<file path="config.mk">
export PLATFORM = sky130hd
export DESIGN_NAME = keypad_scan_ctrl
export DESIGN_NICKNAME = d
export VERILOG_FILES = /design/src/rtl/keypad_scan_ctrl.sv
export SDC_FILE = /design/constraint.sdc
export NUM_CORES = 1
export LEC_CHECK = 0
export ABC_AREA = 0
export CORE_MARGIN = 1
export CORE_UTILIZATION = 45
export CTS_CLUSTER_DIAMETER = 100
export DETAILED_ROUTE_END_ITERATION = 16
export PLACE_DENSITY = 0.65
export SYNTH_ARGS = -nofsm -noshare
export SYNTH_HDL_FRONTEND = slang
export SYNTH_SLANG_ARGS = --single-unit
</file>
<file path="constraint.sdc">
create_clock -name clk -period 2.6 [get_ports clk]
set_input_delay 0.26 -clock clk [delete_from_list [all_inputs] [get_ports clk]]
set_output_delay 0.26 -clock clk [all_outputs]
set_load 0.005 [all_outputs]
</file>
<file path="src/rtl/keypad_scan_ctrl.sv">
// rtl/keypad_scan_ctrl.sv - 4x4 keypad scanner with debounce and two-digit key history
module keypad_scan_ctrl #(
  parameter int SCAN_CYCLES     = 4800,
  parameter int DEBOUNCE_CYCLES = 240000
) (
  input  logic       clk,
  input  logic       reset,
  input  logic [3:0] col,
  output logic [3:0] row,
  output logic       key_valid,
  output logic [3:0] key_code,
  output logic [3:0] digit_new,
  output logic [3:0] digit_old
);

  localparam int MAX_CYCLES = (SCAN_CYCLES > DEBOUNCE_CYCLES) ? SCAN_CYCLES : DEBOUNCE_CYCLES;
  localparam int CW         = (MAX_CYCLES > 1) ? $clog2(MAX_CYCLES) : 1;

  localparam logic [CW-1:0] SCAN_LAST = CW'(SCAN_CYCLES - 1);
  localparam logic [CW-1:0] DEB_LAST  = CW'(DEBOUNCE_CYCLES - 1);

  localparam logic [1:0] ST_SCAN     = 2'd0;
  localparam logic [1:0] ST_DEBOUNCE = 2'd1;
  localparam logic [1:0] ST_HELD     = 2'd2;
  localparam logic [1:0] ST_RELEASE  = 2'd3;

  logic [3:0]    col_m;
  logic [3:0]    col_s;
  logic [3:0]    cap_col;
  logic [1:0]    state;
  logic [1:0]    row_idx;
  logic [CW-1:0] cnt;
  logic          col_onehot;
  logic [3:0]    cap_code;

  // Translate a (row, one-hot column) pair into the keypad's printed legend.
  function automatic logic [3:0] map_key(input logic [1:0] r, input logic [3:0] c);
    logic [1:0] ci;
    ci = 2'd0;
    case (c)
      4'b0010: ci = 2'd1;
      4'b0100: ci = 2'd2;
      4'b1000: ci = 2'd3;
      default: ci = 2'd0;
    endcase
    case ({r, ci})
      4'b00_00: map_key = 4'h1;
      4'b00_01: map_key = 4'h2;
      4'b00_10: map_key = 4'h3;
      4'b00_11: map_key = 4'hA;
      4'b01_00: map_key = 4'h4;
      4'b01_01: map_key = 4'h5;
      4'b01_10: map_key = 4'h6;
      4'b01_11: map_key = 4'hB;
      4'b10_00: map_key = 4'h7;
      4'b10_01: map_key = 4'h8;
      4'b10_10: map_key = 4'h9;
      4'b10_11: map_key = 4'hC;
      4'b11_00: map_key = 4'hE;
      4'b11_01: map_key = 4'h0;
      4'b11_10: map_key = 4'hF;
      default:  map_key = 4'hD;
    endcase
  endfunction

  assign row        = 4'b0001 << row_idx;
  assign col_onehot = (col_s != 4'd0) && ((col_s & (col_s - 4'd1)) == 4'd0);
  assign cap_code   = map_key(row_idx, cap_col);

  // Two-flop synchronizer for the asynchronous column lines.
  always_ff @(posedge clk) begin
    if (reset) begin
      col_m <= 4'd0;
      col_s <= 4'd0;
    end else begin
      col_m <= col;
      col_s <= col_m;
    end
  end

  // Scan / debounce / hold / release sequencer; row stays frozen outside SCAN.
  always_ff @(posedge clk) begin
    if (reset) begin
      state     <= ST_SCAN;
      row_idx   <= 2'd0;
      cnt       <= '0;
      cap_col   <= 4'd0;
      key_valid <= 1'b0;
      key_code  <= 4'd0;
      digit_new <= 4'd0;
      digit_old <= 4'd0;
    end else begin
      key_valid <= 1'b0;
      case (state)
        ST_SCAN: begin
          if (cnt == SCAN_LAST) begin
            cnt <= '0;
            if (col_onehot) begin
              cap_col <= col_s;
              state   <= ST_DEBOUNCE;
            end else begin
              row_idx <= row_idx + 2'd1;
            end
          end else begin
            cnt <= cnt + 1'b1;
          end
        end
        ST_DEBOUNCE: begin
          if (col_s != cap_col) begin
            state   <= ST_SCAN;
            row_idx <= row_idx + 2'd1;
            cnt     <= '0;
          end else if (cnt == DEB_LAST) begin
            key_valid <= 1'b1;
            key_code  <= cap_code;
            digit_new <= cap_code;
            digit_old <= digit_new;
            state     <= ST_HELD;
            cnt       <= '0;
          end else begin
            cnt <= cnt + 1'b1;
          end
        end
        ST_HELD: begin
          if (col_s == 4'd0) begin
            state <= ST_RELEASE;
            cnt   <= '0;
          end
        end
        default: begin
          if (col_s != 4'd0) begin
            state <= ST_HELD;
            cnt   <= '0;
          end else if (cnt == DEB_LAST) begin
            state   <= ST_SCAN;
            row_idx <= row_idx + 2'd1;
            cnt     <= '0;
          end else begin
            cnt <= cnt + 1'b1;
          end
        end
      endcase
    end
  end

endmodule

</file>
== Word level (Yosys, flattened, before mapping) ==
Memories as Yosys holds them, arrays and structs flattened. A register that Yosys moved wholly into a read port is not among the register bits.
Index checks and enable logic that the tools add are counted.
Storage, ports and cells
  bits in read-only memories: 64
  logic and storage cells: 66
  memories kept: 1
  register bits after elaboration: 39
Memory list
  (no name shown): words 16, width 4, rd ports 1, clocked after Yosys merged registers in 1, write ports 0, line 46  | case ({r, ci})
Cells by class
  eq/ne operators: 15
  muxes and demuxes: 22
  add/sub/neg operators: 3
  reduce and logical (&&, ||, !) cells: 12
  bitwise logic cells: 4
  shift-type cells: 1
Operators by type and width (count)
  $mux W18: 5
  $pmux W18 S3: 1
  $mux W2: 12
  $add A18 B1 Y18 const B: 1
  $eq A18 B13 Y1 const B: 1
  $eq A18 B18 Y1 const B: 1
  $pmux W2 S3: 3
  $ne A2 B2 Y1 const B: 5
  $logic_not A4 Y1: 2
  $reduce_and A3 Y1: 2
  $reduce_and A6 Y1: 1
  $reduce_and A5 Y1: 1
  $reduce_bool A5 Y1: 1
  $and A4 B4 Y4: 1
  $eq A4 B2 Y1 const B: 1
  $eq A4 B3 Y1 const B: 1
  $eq A4 B4 Y1 const B: 1
  $ne A4 B4 Y1: 1
  $reduce_bool A4 Y1: 1
  $shl A1 B2 Y4 const A: 1
  $sub A4 B1 Y4 const B: 1
  $ne A3 B1 Y1 const B: 1
  $ne A3 B3 Y1 const B: 1
  $not A1 Y1: 3
  8 further kinds: 8

== Logic depth before layout (Yosys ltp) ==
Gate-level depths: netlist of the first run.
  depth after elaboration: 7
  mapped depth: 9
  mapped depth without buffers: 9

== Worst setup path before layout of the first run ==
OpenSTA, ideal clock, no wires.
  path type: flip-flop to flip-flop
  start: register cnt[0]
  end: register row_idx[1]
  data arrival time: 1975 ps
  period minus slack after synthesis: 2107 ps
  cell stages (with the launch flop): 8
  setup slack: 493 ps
  data required time: 2468 ps
  path through: dfxtp_1 ha_1 nand4_1 nor3_2 a41oi_1 nor4_1 mux2i_1 nor2_1
On the way
  longest elaborated chain between the ends: 3
  elaborated cells between the ends (all ways): 5
  classes of those cells: 3 x eq/ne; 2 x reduce/logical
Ends and longest elaborated chain
  from (decl): line 32  | logic [CW-1:0] cnt;
  from (signal assigned): line 105  | cnt <= cnt + 1'b1;
  from (signal assigned): line 121  | cnt <= cnt + 1'b1;
  from (signal assigned): line 139  | cnt <= cnt + 1'b1;
  $eq A18 B13 Y1 or $eq A18 B18 Y1 (tied branches): line 96, 134
  $ne A2 B2 Y1 (no source line) or $reduce_bool A3 Y1 (tied branches)
  $reduce_and A6 Y1 (no source line) (*)
  to (signal assigned): line 102  | row_idx <= row_idx + 2'd1;
  to (signal assigned): line 111  | row_idx <= row_idx + 2'd1;
  to (signal assigned): line 136  | row_idx <= row_idx + 2'd1;
  to (decl): line 31  | logic [1:0] row_idx;
Every way passes the cells marked *; elsewhere a longest branch is shown, timed or not.
A chain may end at the register's enable or synchronous reset.

== Worst setup path in the final report of the first run ==
  start: register col_s[1]
  end: register digit_new[1]
On the way
  longest elaborated chain between the ends: 3
Ends and longest elaborated chain
  from (decl): line 28  | logic [3:0] col_s;
  from (signal assigned): line 77  | col_s <= col_m;
  $ne A4 B4 Y1: line 109  | if (col_s != cap_col) begin
  $not A1 Y1 (no source line)
  $reduce_and A3 Y1 (no source line)
  to (signal assigned): line 116  | digit_new <= cap_code;
  to (decl): line 12  | output logic [3:0] digit_new,
Every way passes these cells.

==> results of run 1 <==
==> worst max-delay path, delay by kind of cell (launching register included) <==
family,cells,cell delay (ns)
DFF,1,0.53
and+or+nand+nor,2,0.47
AOI/OAI and AO/OA,4,1.23
==> per-stage QoR <==
step	area (um^2)	setup slack [ns]
after floorplan	2419	0.4925
after global placement	2670	0.4023
after detailed placement	2670	0.3247
after CTS	2788	0.3132
after global routing	2794	0.08881
final	2794	0.3003
==> cell usage in the layout (no fill, tap or decap), types with 2 or more instances in the layout <==
| cell type | count |
|---|---|
| dfxtp_1 | 43 |
| nor2_1 | 23 |
| clkdlybuf4s50_1 | 21 |
| xor2_1 | 15 |
| mux2i_1 | 15 |
| ha_1 | 14 |
| inv_1 | 12 |
| nor3_1 | 11 |
| nand2_1 | 10 |
| nor3_2 | 10 |
| nand4_1 | 9 |
| nor2b_1 | 8 |
| nand3_1 | 7 |
| clkbuf_8 | 6 |
| buf_4 | 6 |
| xnor2_1 | 5 |
| a21oi_1 | 5 |
| a211oi_1 | 5 |
| nor4b_1 | 4 |
| o21ai_0 | 4 |
| nand2b_1 | 3 |
| o31ai_1 | 3 |
| and4_1 | 3 |
| or3_1 | 3 |
| nor4bb_1 | 2 |
| nor3b_1 | 2 |
| nor3_4 | 2 |
| a31oi_1 | 2 |
| o21a_1 | 2 |
| o22ai_1 | 2 |
==> metal layers <==
layer  up-vias  track usage, %  wire (um)  part of all wire, %
met5         -               0          0                    0
met4         0           5.350         61                  1.4
met2        71           27.98       2053                   46
met1       855           22.79       2158                   48
li1        944               -          -                    -
met3         9           4.365        226                  5.0
==> sequential cells by signal, summed over array words and instances, names as in the netlist <==
name / flops
cap_col: 4
cnt: 18
col_m: 4
col_s: 4
digit_new: 4
digit_old: 4
key_valid: 1
row_idx: 2
state: 2
==> kinds of logic (layout without fill, tap and decap cells) <==
group / count (synthesis) / count (layout) / synth area share, %
XOR/XNOR: 20 / 20 / 7.243
AND/OR/NAND/NOR: 105 / 105 / 27.83
buffers and inverters: 27 / 48 / 5.846
AO/OA/AOI/OAI: 30 / 30 / 9.571
multiplexers: 16 / 16 / 6.673
flip-flops: 43 / 43 / 35.59
adder cells (fa/ha/maj): 14 / 14 / 7.243
==> worst paths after layout <==
check / start / slack, ns / end / cells past startpoint
max: col_s[1] / 0.30 / digit_new[1] / 6
min: col_m[2] / 0.44 / col_s[2] / 1
max reg2reg: col_s[1] / 0.30 / digit_new[1] / 6
min reg2reg: col_m[2] / 0.44 / col_s[2] / 1
==> power by group <==
part           switching [mW]  internal (mW)  leakage, nW  total, mW
logic                  0.0295         0.0235        0.622     0.0530
clock network           0.220          0.311       0.0612      0.531
registers              0.0113          0.668        0.349      0.679
==> timing repair <==
item | 4_1_cts | 5_1_grt
resized for setup | 0 | 1
endpoints found under the setup margin | 0 | 1
endpoints found under the hold margin | 0 | 0
==> final cells by class <==
class / instances / area [um^2]
Fill cell: 507 / 2346
Clock buffer: 6 / 82.58
Tap cell: 70 / 87.58
Sequential cell: 43 / 860.8
Timing Repair Buffer: 28 / 260.3
Clock inverter: 2 / 35.03
Multi-Input combinational cell: 185 / 1423
Inverter: 12 / 45.04
==> run summary, run 1 <==
CTS Buf Count -> 5
clk sinks -> 43
layout cell share with drive strength beyond 1 -> 12.32%
largest stage delay on the critical path -> 0.66 ns
Placed Cells -> 338
Slew headroom -> 51.54%
FF+latch count, synth -> 43
post-DR vias/cell -> 5.431
Worst VDD drop -> 0.1879 mV
crit end category -> flop
Placer Congestion -> 0.8526
CTS Hold Bufs -> 0
synth top area cells -> dfxtp_1 36%, ha_1 7.2%, mux2i_1 6.2%
Post-Syn Area -> 2419 um^2
slowest CP cell -> a2111oi_4
Fin. Hold Viols -> 0
Worst-Margin Slew -> 0.7242 ns
Clock Latency Late Sink -> 0.29 ns
clk_skew -> 0.004968 ns
layout net count -> 295
count of final max-slew check failures -> 0
Synth Instances -> 255
diode count -> 0
Total Power -> 1.263 mW
first-pass GRT wire length -> 7.548 mm
CTS tree -> built
Core Util, Final -> 54.36%
HP Class -> flop to flop
H-tree level count -> 2
top_reg_cell synth -> dfxtp_1
Crit Path Class -> flop to flop
syn nets -> 275
P_leak -> 1.032 nW
I/O Buffers -> 22
Hold WS -> 0.4402 ns
DIE AREA -> 5672 um^2
DR WL/cell -> 13.00 um
vias in the first global route -> 1692
# rows -> 26
Core ar. -> 5140 um^2
Unique masters post-synth -> 47
pwr dens -> 452.2 nW/um^2
# Post-CTS Setup Buffers -> 0
Commonest cells post-synth -> 43 x dfxtp_1, 23 x nor2_1, 15 x mux2i_1, 15 x xor2_1, 14 x ha_1
final std cells w/o fill -> 346
CTS root buffer -> clkbuf_8
syn avg cell area -> 9.485 um^2
max_cap viols -> 0
I/O pins -> 23
post-synthesis sequential area ratio -> 35.59%
fraction of registers with async set/reset -> 0%
Worst EP required -> 2.82 ns
total track usage -> 17.31%
Setup Viol. Count Final -> 0
RSZ-0062 raised after global routing -> false
critical-path cell list -> or2b_1 > o2111ai_2 > a2111oi_4 > nand3_4 > a211o_1 > a21oi_1
fmax -> 434.8 MHz
clock tree buffer depth -> 2
fin crit share -> 88.45%
Clock Pin Slew Worst Setup and Hold Paths -> 0.08 ns
P&R area growth vs syn -> 15.52%
setup TNS -> 0 ns
DR pass1 iterations -> 4
largest net degree at the start of global routing -> 34
DRT antenna net count -> 0
count leader, synth -> dfxtp_1
die width -> 75.31 um
Max FO, Critical Path -> 9
critical path arrival -> 2.52 ns
1st-iter DRT viols -> 98
die height -> 75.31 um
final wirelength -> 4.499 mm
drt drc -> 0
Post-synth EDFFs -> 0
area leader, netlist -> dfxtp_1
Worst Setup Start Kind -> flop
Starting Density -> 47.05%
via count -> 1879
status -> complete, no violations
Synthesis Warnings -> 0
fin crit period -> 2.300 ns
initial antenna violation count -> 0
dpl hpwl -> 3.231 mm
total grt overflow -> 0
top cell type's share of synthesized area -> 35.59%
Note: power is estimated with default switching activity, not from simulation.
==> run 2, diff against run 1 <==
- CTS_BUF_LIST: default -> sky130_fd_sc_hd__clkbuf_2
- RECOVER_POWER: default -> 25
==> run 2 against run 1 <==
The run now ends with capacitance limit, slew limit left. Non-clock buffer count did not move. Global-route usage shrank 0.11 points. Cell count is the same. Largest power group unchanged. Hold slack got worse by 0.074 ns.
==> run summary, run 2 (same netlist as run 1, synthesis figures left out) <==
status -> complete, but fails checks
failing checks -> capacitance limit, slew limit
vias in the first global route -> 1687
fillcell total -> 514
HP Class -> primary input to flop
Worst EP required -> 2.94 ns
dpl hpwl -> 3.231 mm
Starting Density -> 47.05%
H-tree level count -> 2
DRT antenna net count -> 0
RSZ-0062 raised after global routing -> false
Buffers & Inverters on Critical Path -> 0
Largest Register -> cnt
initial antenna violation count -> 0
Setup Viol. Count Final -> 0
drt drc -> 0
Fin. Hold Viols -> 0
Clock Pin Slew Worst Setup and Hold Paths -> 0.20 ns
crit end category -> flop
P&R area growth vs syn -> 13.24%
pwr dens -> 403.9 nW/um^2
Worst Setup Start Kind -> flop
CTS Hold Bufs -> 0
Total Power -> 1.106 mW
CTS root buffer -> clkbuf_2
DR pass1 iterations -> 5
Place WS -> 0.3247 ns
Worst-Margin Slew -> 1.540 ns
I/O Buffers -> 22
count of final max-slew check failures -> 34
die height -> 75.31 um
Slew headroom -> -2.683%
post-DR vias/cell -> 5.442
commonest cells after routing, fill and taps aside -> 43 x dfxtp_1, 23 x nor2_1, 15 x xor2_1, 15 x mux2i_1
fin crit period -> 2.360 ns
slowest CP cell -> a2111oi_4
final instance area -> 2739 um^2
critical-path cell list -> or2b_1 > o2111ai_2 > a2111oi_4 > nand3_4 > a211o_1 > a21oi_1
Worst VDD drop -> 0.1981 mV
Core Util, Final -> 53.29%
setup TNS -> 0 ns
layout net count -> 295
I/O pins -> 23
die width -> 75.31 um
CTS Buf Count -> 5
Clock Latency Late Sink -> 0.42 ns
max_cap viols -> 1
# rows -> 26
# Post-CTS Setup Buffers -> 0
layout cell share with drive strength beyond 1 -> 11.59%
fin crit share -> 90.78%
DIE AREA -> 5672 um^2
Core ar. -> 5140 um^2
first-pass GRT wire length -> 7.534 mm
critical path arrival -> 2.70 ns
largest stage delay on the critical path -> 0.67 ns
clock tree buffer depth -> 2
final wirelength -> 4.526 mm
CTS tree -> built
P_leak -> 1.033 nW
Crit Path Class -> flop to flop
clk_skew -> 0.02106 ns
max FFs per register -> 18
DR WL/cell -> 13.08 um
largest net degree at the start of global routing -> 34
1st-iter DRT viols -> 100
Max FO, Critical Path -> 9
Placer Congestion -> 0.8526
clk sinks -> 43
total track usage -> 17.20%
total grt overflow -> 0
diode count -> 0
commonest non-fill, non-tap cell in the layout -> dfxtp_1
setup ws final -> 0.2397 ns
Top Family by Delay on Critical Path -> compound AO/OA/AOI/OAI gates
via count -> 1883
Placed Area -> 2670 um^2
fmax -> 423.7 MHz
[run 2: cell types whose count changed in the layout (fill, tap and decap cells not counted), sizes merged]
| cell | change |
|---|---|
| buf | -1 |
| clkdlybuf4s50 | -7 |
| clkinv | +1 |
| dlygate4sd3 | +7 |
[run 2: cell type report]
cell class                      instances  area, um^2  share of cell area, %
Timing Repair Buffer                   28       259.0                  9.456
Clock inverter                          3       38.79                  1.416
Tap cell                               70       87.58                  3.198
Clock buffer                            5       25.02                 0.9137
Sequential cell                        43       860.8                  31.43
Inverter                               12       45.04                  1.645
Multi-Input combinational cell        185        1423                  51.94
[run 2: path summary, 6_finish.rpt]
path / from / end / slack, ns / depth (start not counted)
worst max-delay path: col_s[1] / digit_new[1] / 0.24 / 6
worst min-delay path: col[0] / col_m[0] / 0.37 / 2
worst max register to register: col_s[1] / digit_new[1] / 0.24 / 6
worst min register to register: col_m[2] / col_s[2] / 0.46 / 1
[run 2: power by group]
group	switching (mW)	leakage [nW]	internal (mW)
Clock	0.213	0.0404	0.158
Combinational	0.0297	0.644	0.0234
Sequential	0.0113	0.349	0.670
[run 2: stage by stage]
| step | hold slack, ns | cells |
|---|---|---|
| floorplan | 0.3882 | 255 |
| global placement | 0.4171 | 338 |
| detailed placement | 0.4268 | 338 |
| CTS | 0.3392 | 346 |
| global route | 0.3638 | 346 |
| finish | 0.3659 | 346 |
[run 2: what timing repair did]
item,in CTS,in global routing
hold endpoints to repair,0,0
resized for setup,0,1
endpoints found under the setup margin,0,1
[run 2: routing by layer]
layer | track usage, % | share of wire [%]
met5 | 0 | 0
met3 | 3.968 | 4.9
met2 | 27.98 | 46
met1 | 22.71 | 48
met4 | 5.350 | 1.1
